==> config.mk <==
export PLATFORM = sky130hd
export DESIGN_NAME = multicycle_ctrl
export DESIGN_NICKNAME = d
export VERILOG_FILES = /design/src/rtl/ctrl_pkg.sv /design/src/rtl/imm_gen.sv /design/src/rtl/multicycle_ctrl.sv
export SDC_FILE = /design/constraint.sdc
export NUM_CORES = 1
export LEC_CHECK = 0
export CAP_MARGIN = 25
export CORE_MARGIN = 3
export CORE_UTILIZATION = 40
export DETAILED_ROUTE_END_ITERATION = 6
export PLACE_DENSITY = 0.77
export SLEW_MARGIN = 20
export SYNTH_ARGS = -nofsm -noshare
export SYNTH_HDL_FRONTEND = slang
export SYNTH_SLANG_ARGS = --single-unit
==> constraint.sdc <==
create_clock -name clk -period 2.7 [get_ports clk]
set_clock_uncertainty 0.2 [all_clocks]
set_input_delay 0.54 -clock clk [delete_from_list [all_inputs] [get_ports clk]]
set_output_delay 0.54 -clock clk [all_outputs]
set_load 0.01 [all_outputs]
==> src/rtl/ctrl_pkg.sv <==
// Shared types and constants for the multicycle RV32I-subset controller:
// FSM states, opcodes, ALU operation codes and the instruction classifier.
package ctrl_pkg;

  typedef enum logic [2:0] {S_IF, S_ID, S_EX, S_MEM, S_WB} state_e;

  typedef enum logic [2:0] {C_R, C_I, C_LW, C_SW, C_BEQ, C_BAD} iclass_e;

  localparam logic [6:0] OP_R   = 7'b0110011;
  localparam logic [6:0] OP_I   = 7'b0010011;
  localparam logic [6:0] OP_LW  = 7'b0000011;
  localparam logic [6:0] OP_SW  = 7'b0100011;
  localparam logic [6:0] OP_BEQ = 7'b1100011;

  localparam logic [3:0] ALU_ADD = 4'd0;
  localparam logic [3:0] ALU_SUB = 4'd1;
  localparam logic [3:0] ALU_AND = 4'd2;
  localparam logic [3:0] ALU_OR  = 4'd3;
  localparam logic [3:0] ALU_XOR = 4'd4;
  localparam logic [3:0] ALU_SLT = 4'd5;
  localparam logic [3:0] ALU_SLL = 4'd6;
  localparam logic [3:0] ALU_SRL = 4'd7;
  localparam logic [3:0] ALU_SRA = 4'd8;

  localparam logic [31:0] NOP_INSTR = 32'h0000_0013;

  // funct3 011 (SLTU) is not part of the supported subset for R/I
  function automatic iclass_e classify(input logic [6:0] opcode, input logic [2:0] funct3);
    iclass_e cls;
    cls = C_BAD;
    case (opcode)
      OP_R:   if (funct3 != 3'b011) cls = C_R;
      OP_I:   if (funct3 != 3'b011) cls = C_I;
      OP_LW:  if (funct3 == 3'b010) cls = C_LW;
      OP_SW:  if (funct3 == 3'b010) cls = C_SW;
      OP_BEQ: if (funct3 == 3'b000) cls = C_BEQ;
      default: cls = C_BAD;
    endcase
    return cls;
  endfunction

  function automatic logic [3:0] ex_alu_op(input iclass_e cls, input logic [2:0] funct3,
                                           input logic bit30);
    logic [3:0] op;
    op = ALU_ADD;
    case (cls)
      C_BEQ: op = ALU_SUB;
      C_R, C_I: begin
        case (funct3)
          3'b000: op = (cls == C_R && bit30) ? ALU_SUB : ALU_ADD;
          3'b001: op = ALU_SLL;
          3'b010: op = ALU_SLT;
          3'b100: op = ALU_XOR;
          3'b101: op = bit30 ? ALU_SRA : ALU_SRL;
          3'b110: op = ALU_OR;
          3'b111: op = ALU_AND;
          default: op = ALU_ADD;
        endcase
      end
      default: op = ALU_ADD;
    endcase
    return op;
  endfunction

endpackage

==> src/rtl/imm_gen.sv <==
// Sign-extended immediate extraction from the instruction register.
// Takes only IR[31:20] and IR[11:7], which carry every I/S/B immediate bit.
module imm_gen
  import ctrl_pkg::*;
#(
  parameter int DATAWIDTH = 32
) (
  input  logic [11:0]          ir_hi_i,
  input  logic [4:0]           ir_lo_i,
  input  iclass_e              cls_i,
  output logic [DATAWIDTH-1:0] imm_o
);

  logic [11:0] s_imm;
  logic [12:0] b_imm;

  assign s_imm = {ir_hi_i[11:5], ir_lo_i};
  assign b_imm = {ir_hi_i[11], ir_lo_i[0], ir_hi_i[10:5], ir_lo_i[4:1], 1'b0};

  always_comb begin
    imm_o = '0;
    case (cls_i)
      C_I, C_LW: imm_o = {{(DATAWIDTH-12){ir_hi_i[11]}}, ir_hi_i};
      C_SW:      imm_o = {{(DATAWIDTH-12){s_imm[11]}}, s_imm};
      C_BEQ:     imm_o = {{(DATAWIDTH-13){b_imm[12]}}, b_imm};
      default:   imm_o = '0;
    endcase
  end

endmodule

==> src/rtl/multicycle_ctrl.sv <==
// Instruction register and multicycle IF/ID/EX/MEM/WB control FSM.
// Define INSTR_CNT_EN to add the retired-instruction counter output instret.
//
//   state | meaning
//   S_IF  | instruction memory valid; IR loads on exit
//   S_ID  | decode; flags undecodable instructions and retires them
//   S_EX  | ALU operation; BEQ resolves and retires here
//   S_MEM | data memory access; SW retires here
//   S_WB  | register file write-back; R/I/LW retire here
module multicycle_ctrl
  import ctrl_pkg::*;
#(
  parameter int DATAWIDTH = 32
) (
  input  logic                 clk,
  input  logic                 rst,
  input  logic [DATAWIDTH-1:0] instr,
  input  logic                 zero,
  output logic [4:0]           rs1,
  output logic [4:0]           rs2,
  output logic [4:0]           rd,
  output logic [DATAWIDTH-1:0] imm,
  output logic                 reg_write,
  output logic                 mem_to_reg,
  output logic                 alu_src,
  output logic [3:0]           alu_op,
  output logic                 mem_read,
  output logic                 mem_write,
  output logic                 pc_write,
  output logic                 pc_src,
  output logic                 illegal
`ifdef INSTR_CNT_EN
  ,
  output logic [31:0]          instret
`endif
);

  state_e               state_q;
  logic [DATAWIDTH-1:0] ir_q;
  logic                 reg_write_q, mem_to_reg_q, alu_src_q;
  logic [3:0]           alu_op_q;
  logic                 mem_read_q, mem_write_q, pc_write_q, beq_ex_q, illegal_q;

  iclass_e ir_cls, instr_cls;
  logic    rd_nz;

  assign ir_cls    = classify(ir_q[6:0], ir_q[14:12]);
  assign instr_cls = classify(instr[6:0], instr[14:12]);
  assign rd_nz     = (ir_q[11:7] != 5'd0);

  assign rs1 = ir_q[19:15];
  assign rs2 = ir_q[24:20];
  assign rd  = ir_q[11:7];

  imm_gen #(.DATAWIDTH(DATAWIDTH)) u_imm_gen (
    .ir_hi_i (ir_q[31:20]),
    .ir_lo_i (ir_q[11:7]),
    .cls_i   (ir_cls),
    .imm_o   (imm)
  );

  // Outputs are registered for the state being entered, so each is valid for that whole state.
  always_ff @(posedge clk or posedge rst) begin
    if (rst) begin
      state_q      <= S_IF;
      ir_q         <= NOP_INSTR;
      reg_write_q  <= 1'b0;
      mem_to_reg_q <= 1'b0;
      alu_src_q    <= 1'b0;
      alu_op_q     <= ALU_ADD;
      mem_read_q   <= 1'b0;
      mem_write_q  <= 1'b0;
      pc_write_q   <= 1'b0;
      beq_ex_q     <= 1'b0;
      illegal_q    <= 1'b0;
    end else begin
      reg_write_q  <= 1'b0;
      mem_to_reg_q <= 1'b0;
      alu_src_q    <= 1'b0;
      alu_op_q     <= ALU_ADD;
      mem_read_q   <= 1'b0;
      mem_write_q  <= 1'b0;
      pc_write_q   <= 1'b0;
      beq_ex_q     <= 1'b0;
      illegal_q    <= 1'b0;
      case (state_q)
        S_IF: begin
          ir_q    <= instr;
          state_q <= S_ID;
          if (instr_cls == C_BAD) begin
            illegal_q  <= 1'b1;
            pc_write_q <= 1'b1;
          end
        end
        S_ID: begin
          if (ir_cls == C_BAD) begin
            state_q <= S_IF;
          end else begin
            state_q   <= S_EX;
            alu_src_q <= (ir_cls == C_I) || (ir_cls == C_LW) || (ir_cls == C_SW);
            alu_op_q  <= ex_alu_op(ir_cls, ir_q[14:12], ir_q[30]);
            if (ir_cls == C_BEQ) begin
              pc_write_q <= 1'b1;
              beq_ex_q   <= 1'b1;
            end
          end
        end
        S_EX: begin
          case (ir_cls)
            C_LW: begin
              state_q    <= S_MEM;
              mem_read_q <= 1'b1;
            end
            C_SW: begin
              state_q     <= S_MEM;
              mem_write_q <= 1'b1;
              pc_write_q  <= 1'b1;
            end
            C_R, C_I: begin
              state_q     <= S_WB;
              reg_write_q <= rd_nz;
              pc_write_q  <= 1'b1;
            end
            default: state_q <= S_IF;
          endcase
        end
        S_MEM: begin
          if (ir_cls == C_LW) begin
            state_q      <= S_WB;
            reg_write_q  <= rd_nz;
            mem_to_reg_q <= 1'b1;
            pc_write_q   <= 1'b1;
          end else begin
            state_q <= S_IF;
          end
        end
        default: state_q <= S_IF;
      endcase
    end
  end

  assign reg_write  = reg_write_q;
  assign mem_to_reg = mem_to_reg_q;
  assign alu_src    = alu_src_q;
  assign alu_op     = alu_op_q;
  assign mem_read   = mem_read_q;
  assign mem_write  = mem_write_q;
  assign pc_write   = pc_write_q;
  assign illegal    = illegal_q;
  // zero is only known during EX itself, so the branch decision cannot be pre-registered
  assign pc_src     = beq_ex_q & zero;

`ifdef INSTR_CNT_EN
  logic [31:0] instret_q;

  always_ff @(posedge clk or posedge rst) begin
    if (rst) begin
      instret_q <= '0;
    end else if (pc_write_q && !illegal_q) begin
      instret_q <= instret_q + 32'd1;
    end
  end

  assign instret = instret_q;
`endif

endmodule

Word-level counts from Yosys, hierarchy flattened --
Cells that the tools add are included.
Storage, ports and cells: register bits 47, bits of input ports 35, output and inout bits 59, word-level logic and storage cells 92
Cells by class: equal/unequal tests 28, multiplexer cells 40, bitwise logic cells 1, reductions and logical operators 12
Operators by type and width (number):
- one-hot mux 32 bit (3 select lines) | 1
- one-hot mux 3 bit (5 select lines) | 2
- equality test 7 x 6 -> 1 bit (second input constant) | 4
- one-hot mux 4 bit (7 select lines) | 1
- two-way mux 3 bit | 9
- equality test 3 bit (second input constant) | 7
- equality test 3 x 2 -> 1 bit (second input constant) | 6
- two-way mux 1 bit | 18
- equality test 7 x 2 -> 1 bit (second input constant) | 2
- equality test 7 x 5 -> 1 bit (second input constant) | 2
- equality test 7 bit (second input constant) | 2
- zero test 3 bit | 4
- two-way mux 4 bit | 3
- one-hot mux 3 bit (4 select lines) | 1
- equality test 3 x 1 -> 1 bit (second input constant) | 3
- one-hot mux 4 bit (2 select lines) | 1
- inequality test 3 x 2 -> 1 bit (second input constant) | 2
- one-hot mux 3 bit (2 select lines) | 1
- OR reduction 2 bit | 3
- nonzero test 5 bit | 1
- one-hot mux 1 bit (4 select lines) | 1
- OR reduction 3 bit | 1
- logical OR 1 bit | 2
- two-way mux 2 bit | 1
- 3 further kinds | 3

Depth between registers and ports, before layout --
Gate-level depths: netlist of run 1.
depth after elaboration 10, mapped depth 7, mapped depth without buffers 5

Hierarchy --
From an unflattened synthesis of run 1, not the netlist that was laid out.
Second synthesis, totals: cell total of the unflattened synthesis 243, area, all modules 2741.4 sq um
By module, submodules not included:
- multicycle_ctrl | instances 1, cells an instance 188, area each 2237.1 sq um
- imm_gen | instances 1, cells an instance 55, area each 504.2 sq um

Worst setup path before layout of run 1 --
OpenSTA, ideal clock, no wires.
path type register -> output, start reg ir_q[14], end out imm[13], arrival 2.112 ns, slack -0.152 ns, stages on the path, launching flop included 8, cell sequence dfrtp_1 -> buf_6 -> nand2b_2 -> a211oi_2 -> o21ai_0 -> a21oi_1 -> and2_1 -> buf_4
On the way: cells in the longest elaborated chain, start to end 6
Ends and longest elaborated chain:
- start, declared | line multicycle_ctrl.sv:39 | logic [DATAWIDTH-1:0] ir_q;
- start signal, assigned | line multicycle_ctrl.sv:88 | ir_q <= instr;
- equality test 3 x 2 -> 1 bit (tied with other cells) | line ctrl_pkg.sv:34, ctrl_pkg.sv:35
- two-way mux 3 bit (tied with other cells) | line ctrl_pkg.sv:34 | OP_LW: if (funct3 == 3'b010) cls = C_LW;
- one-hot mux 3 bit (5 select lines) * | line ctrl_pkg.sv:31 | case (opcode)
- equality test 3 x 1 -> 1 bit / equality test 3 x 2 -> 1 bit (equally long branches) | line imm_gen.sv:22 | case (cls_i)
- OR reduction 2 bit | line imm_gen.sv:22
- one-hot mux 32 bit (3 select lines) * | line imm_gen.sv:22
- end, declared | line multicycle_ctrl.sv:22 | output logic [DATAWIDTH-1:0] imm,
Every way passes the cells marked *; elsewhere a longest branch is shown, timed or not.

Worst setup path in the final report of run 1 --
start reg ir_q[14], end out imm[11]
Same word-level chain as after synthesis.

==> results of run 1 <==
[routing by layer]
layer,vias to the layer above,GRT usage (%),part of all wire (%),wire length [um]
met1,994,20.6,38,2330
met5,-,0,0,0
met2,101,28.6,50,3110
met4,0,3.36,1.3,83
met3,10,7.11,11,674
li1,991,-,-,-
[power breakdown]
part	switching [mW]	leakage (nW)	internal, mW
clock network	0.238	0.0412	0.181
logic	0.705	1.08	0.993
registers	0.238	0.569	0.998
total	1.18	1.69	2.17
[cells by family after synthesis]
| logic type | share of synthesized area [%] |
|---|---|
| flops | 48.4 |
| simple gates | 16.3 |
| compound gates | 8.87 |
| mux | 12.9 |
| buf+inv | 13.2 |
| xor+xnor | 0.359 |
[how the worst min path moves through the flow]
stage | from | endpoint
after global routing | ir_q[17]$_DFFE_PP0P_ | ir_q[17]$_DFFE_PP0P_
after CTS | ir_q[29]$_DFFE_PP0P_ | ir_q[29]$_DFFE_PP0P_
final | ir_q[29]$_DFFE_PP0P_ | ir_q[29]$_DFFE_PP0P_
after floorplan | ir_q[29]$_DFFE_PP0P_ | ir_q[29]$_DFFE_PP0P_
after global placement | ir_q[29]$_DFFE_PP0P_ | ir_q[29]$_DFFE_PP0P_
after detailed placement | ir_q[29]$_DFFE_PP0P_ | ir_q[29]$_DFFE_PP0P_
[synthesized netlist by cell type (2+ instances only)]
master and instances:
nor4_1 4, a22o_1 4, nand2_1 13, nor2b_1 3, nor2_1 11, or3_1 3
and2_1 9, nor3_1 7, inv_1 6, mux2_2 28, dfstp_2 3, a31oi_1 2
clkbuf_1 2, nand2b_1 2, a21oi_1 6, buf_4 34, nand3_1 4, buf_2 5
dfrtp_1 44, o21ai_0 10
[per-stage QoR]
step,hold slack [ns],TNS [ns],instances
after global routing,0.332,-2.35,416
after global placement,0.281,-2.89,379
final,0.310,-0.389,416
after CTS,0.307,-1.17,415
after floorplan,0.272,0,225
after detailed placement,0.288,-5.36,379
[layout make-up]
class                   instances  share of cell area [%]
well taps                      72                    2.38
clock inverters                 2                   0.331
flip-flops and latches         47                    31.3
clock buffers                   6                    1.92
multi-input cells             133                    27.8
repair buffers                150                    35.7
inverters                       6                   0.596
[what timing repair did]
item	in CTS	in global routing
endpoints found under the setup margin	32	33
buffers inserted	25	3
pin swaps	15	14
gates cloned	3	0
hold buffers	0	0
resized for setup	156	25
==> metrics.txt, run 1 <==
GRT Util Overall=17.0%; antenna violations before repair=0; Netlist cell types=45; fmax=355 MHz; area of the multi-input gates=1050 um2; top cells by area, synth=dfrtp_1, mux2_2, buf_4, dfstp_2, and2_1; Top FF cell, synth=dfrtp_1; via count=2096; Tcrit/Tclk final=104%; total power=3.35 mW; R2R Path Start=ir_q[14]$_DFFE_PP0P_; R2R setup slack=0.01 ns; I/O pins=94; reg-to-reg endpoint=alu_src$_DFF_PP0_; die area=7070 um2; Seq/Total Area, Yosys=48.4%; max-cap viol count=0; clk_lat worst skew=0.30 ns; worst-path fanout max=5; Area Overhead vs Synth=54.9%; max reg flops=32; Crit Path Category=flop to primary output; Util after Layout=66.2%; Crit path max-delay family=simple AND/OR/NAND/NOR gates; Arr. time, crit path=2.07 ns; critical path, cell by cell=buf_6, or4b_1, a21oi_1, o211ai_1, nor2_1, o32ai_2, buf_2; drt drc=0; Crit path depth=7; #FFs+latches synth=47; violated checks=negative setup slack; status=complete, but fails checks; Critical Path RT=1.96 ns; leak pwr=1.69 nW; clock root buffer=clkbuf_8; drt pass-1 iters=4; slowest cell delay on critical path=0.46 ns; H-tree depth=2; Initial Util=42.7%; asr flop ratio synth=100%; total wire length=6200 um; Period minus WS final=2.81 ns; Reg clk slew, reported paths=0.08 ns; Final Hold Vio Count=0; Crit path buffers/inverters=2; FP Rows=27; Placement Cell Area=3400 um2; clock buffer depth=2; Worst Setup EP=imm[11]; largest area contributor in the netlist=dfrtp_1; Setup WS pre-CTS=-0.225 ns; CTS tree=done; commonest non-fill, non-tap cell in the layout=clkdlybuf4s50_1; cell count after synthesis=225; slew of the pin with the lowest slew margin=0.596 ns; share of the synthesized area in the top cell type=45.1%; Max Slew Vio Count=0; global-route wire length before repair=9960 um; vias in the first global route=2163; most frequent cells in the layout=clkdlybuf4s50_1, dfrtp_1, buf_4, mux2_2, buf_6; Die H=84.1 um; core area=5710 um2; n_diodes=0; Top reg by flops=ir_q; Final WS setup=-0.114 ns; Max VDD drop=0.496 mV; total gr overflow=0; Netlist Area Pre-Place=2440 um2; Antenna Nets Post-Route=0; routability cong.=0.848; Worst Setup Start Kind=flop; crit end category=primary output; number of flops mapped to enable cells by yosys=0; ratio of cells with drive above 1 in the final layout=44.8%; Hold Crit Class=flop to flop; HPWL after detailed placement=4260 um; I/O Buffers=93; die width=84.1 um; Cells on Worst Hold Path=1; power density over the cells=887 nW/um2; Slew HR=60.2%; syn_nets=260; Slowest cell on crit path=or4b_1; fin nets=378; Fillers=427; CP Launch Point=ir_q[14]$_DFFE_PP0P_; DR WL/cell=14.9 um; final instance area=3780 um2; largest net degree at the start of global routing=30; FF/Latch Area=1180 um2; Setup violations, final=13; Num CTS Buffers=5; via-per-instance ratio=5.04; CTS Sinks=47; Yosys warning total=0; DRT iter0 DRCs=99; RSZ-0062 raised after global routing=yes; Avg Inst Size Synth=10.8 um2; Register-to-Register Path Depth=15
(Power assumes the default switching activity.)
==> run 2: changes to the inputs <==
CORE_UTILIZATION = 25   (was 40)
PLACE_DENSITY = 0.56   (was 0.77)
==> run 2 against run 1 <==
The run still ends with negative setup slack left. Total power increased by 3.4%. Count of clock-buffer cells in the layout shrank 1. Sequential share of layout area shrank 0.78 points. Critical path depth did not move. Combinational power increased by 5%. Largest cell class unchanged.
==> metrics.txt, run 2 (synthesized netlist as in run 1, its figures left out) <==
GRT Util Overall=12.2% (was 17.0%); Final WS setup=-0.106 ns (was -0.114 ns); DRT iter0 DRCs=58 (was 99); Cells after DPL=437 (was 379); Comb pwr share=51.7% (was 50.6%); drt pass-1 iters=4 (unchanged); leak pwr=1.70 nW (was 1.69 nW); Placement Cell Area=3490 um2 (was 3400 um2); Period minus WS final=2.81 ns (about the same); Cells on Worst Hold Path=1 (unchanged); Area Overhead vs Synth=58.7% (was 54.9%); most frequent cells in the layout=clkdlybuf4s50_1, dfrtp_1, buf_4, buf_6, mux2_2 (was clkdlybuf4s50_1, dfrtp_1, buf_4, mux2_2, buf_6); Util after Layout=41.3% (was 66.2%); I/O pins=94 (unchanged); Arr. time, crit path=2.07 ns (about the same); slowest cell delay on critical path=0.52 ns (was 0.46 ns); via-per-instance ratio=4.30 (was 5.04); total wire length=6720 um (was 6200 um); Critical Path RT=1.96 ns (about the same); sw frac=35.8% (was 35.2%); GR met3 Demand/Resource=4.76% (was 7.11%); H-tree depth=2 (unchanged); Final Hold Vio Count=0 (unchanged); Die H=105 um (was 84.1 um); drt drc=0 (unchanged); clock root buffer=clkbuf_8 (unchanged); largest net degree at the start of global routing=48 (was 30); Register-to-Register Path Depth=12 (was 15); fin nets=376 (was 378); commonest non-fill, non-tap cell in the layout=clkdlybuf4s50_1 (unchanged); Psw=1.24 mW (was 1.18 mW); max reg flops=32 (unchanged); final instance area=3870 um2 (was 3780 um2); clock network fraction of total power=12.4% (was 12.5%); status=complete, but fails checks (unchanged); Setup violations, final=26 (was 13); violated checks=negative setup slack (unchanged); Tcrit/Tclk final=104% (about the same); die area=11000 um2 (was 7070 um2); reg-to-reg endpoint=state_q[1]$_DFF_PP0_ (was alu_src$_DFF_PP0_); I/O Buffers=93 (unchanged); Num CTS Buffers=5 (unchanged); total gr overflow=0 (unchanged); critical path, cell by cell=buf_6, or4b_4, a21oi_2, o211ai_1, nor2_1, o32ai_2, buf_2 (was buf_6, or4b_1, a21oi_1, o211ai_1, nor2_1, o32ai_2, buf_2); die width=105 um (was 84.1 um); Slew HR=73.7% (was 60.2%); R2R setup slack=0.07 ns (was 0.01 ns); setup_tns=-1.26 ns (was -0.389 ns); Hold Crit Class=flop to flop (unchanged); worst-path fanout max=3 (was 5); CTS Sinks=47 (unchanged); ratio of cells with drive above 1 in the final layout=44.7% (was 44.8%); Fillers=934 (was 427); Max VDD drop=0.500 mV (was 0.496 mV); Seq pwr share=35.9% (was 36.9%); clk_lat worst skew=0.30 ns (about the same); crit end category=primary output (unchanged); Hold Path Sink=ir_q[25]$_DFFE_PP0P_ (was ir_q[29]$_DFFE_PP0P_); core area=9370 um2 (was 5710 um2); Crit path buffers/inverters=2 (unchanged); n_diodes=0 (unchanged); Worst Setup Start Kind=flop (unchanged); antenna violations before repair=0 (unchanged); Crit path max-delay family=simple AND/OR/NAND/NOR gates (unchanged); Reg clk slew, reported paths=0.08 ns (about the same); Top reg by flops=ir_q (unchanged); met2 Usage GRT=19.5% (was 28.6%); Initial Util=26.0% (was 42.7%); slew of the pin with the lowest slew margin=0.384 ns (was 0.596 ns); Most Crowded Layer GR=met2 (unchanged); clock buffer depth=2 (unchanged); FP Rows=35 (was 27); Antenna Nets Post-Route=0 (unchanged); worst hold path startpoint=ir_q[25]$_DFFE_PP0P_ (was ir_q[29]$_DFFE_PP0P_); routability cong.=0.768 (was 0.848); fmax=356 MHz (was 355 MHz); power density over the cells=895 nW/um2 (was 887 nW/um2); hold_buf cts=0 (unchanged); met1 global-route usage=15.3% (was 20.6%); Max Slew Vio Count=0 (unchanged); CTS tree=done (unchanged); global-route wire length before repair=11000 um (was 9960 um); Internal=2.23 mW (was 2.17 mW); RSZ-0062 raised after global routing=yes (unchanged); HPWL after detailed placement=4750 um (was 4260 um); max-cap viol count=0 (unchanged); DR WL/cell=14.3 um (was 14.9 um); Crit Path Category=flop to primary output (unchanged); Slowest cell on crit path=or4b_4 (was or4b_1); vias in the first global route=2185 (was 2163); R2R Path Start=ir_q[12]$_DFFE_PP0P_ (was ir_q[14]$_DFFE_PP0P_); via count=2027 (was 2096); Cell Count, Final, Fillers Out=471 (was 416)
## run 2: cell types whose count changed in the layout (fill, tap and decap cells not counted), moves of 2 or more
cell	previous run	this run
a21oi_2	0	2
buf_2	18	14
buf_6	28	31
clkdlybuf4s15_1	2	0
nor2_1	8	10
nor3_2	2	0
nor3_4	1	3
## run 2: how the worst max path moves through the flow
stage | startpoint | to | slack (ns) | depth (start not counted)
floorplan | ir_q[14]$_DFFE_PP0P_ | imm[13] | 0.03 | 7
global placement | ir_q[4]$_DFFE_PP1P_ | imm[11] | -0.20 | 7
detailed placement | ir_q[14]$_DFFE_PP0P_ | imm[17] | -0.25 | 6
CTS | ir_q[12]$_DFFE_PP0P_ | imm[11] | -0.12 | 7
global route | ir_q[13]$_DFFE_PP0P_ | imm[10] | -0.20 | 9
finish | ir_q[12]$_DFFE_PP0P_ | imm[11] | -0.11 | 7
## run 2: power groups by stage
stage | registers (mW) | logic [mW] | clock network (mW)
2_1_floorplan | 1.16 | 1.01 | 0
3_3_place_gp | 1.22 | 1.56 | 0
3_5_place_dp | 1.23 | 1.56 | 0
4_1_cts | 1.23 | 1.72 | 0.454
5_1_grt | 1.29 | 1.95 | 0.482
6_report | 1.24 | 1.79 | 0.431
## run 2: final cells by class
cell class                      instances  area (um2)  area share [%]
Clock inverter                          3        20.0           0.517
Multi-Input combinational cell        133        1060            27.4
Sequential cell                        47        1180            30.5
Clock buffer                            5        68.8            1.78
Inverter                                6        22.5           0.582
Timing Repair Buffer                  148        1360            35.1
Tap cell                              129         161            4.17
## run 2: what timing repair did
item,4_1_cts,5_1_grt
endpoints found under the setup margin,32,32
pin swaps,17,10
gates cloned,3,0
endpoints found under the hold margin,0,0
buffers inserted,24,2
resized for setup,151,38
## run 2: per-stage QoR
stage / power [mW] / setup WS (ns) / hold WS, ns
final: 3.47 / -0.106 / 0.309
after global placement: 2.77 / -0.199 / 0.282
after floorplan: 2.17 / 0.0335 / 0.272
after global routing: 3.72 / -0.203 / 0.332
after detailed placement: 2.79 / -0.254 / 0.288
after CTS: 3.41 / -0.122 / 0.309
## run 2: metal layers
metal	up-vias	share of wire, %
met1	966	42
li1	990	-
met4	0	0.76
met5	-	0
met2	67	50
met3	4	7.5
==> run 3: changes to the inputs <==
SLEW_MARGIN = default   (was 20)
==> results of run 3 <==
No change in the layout: final DEF, timing and power equal those of run 2.
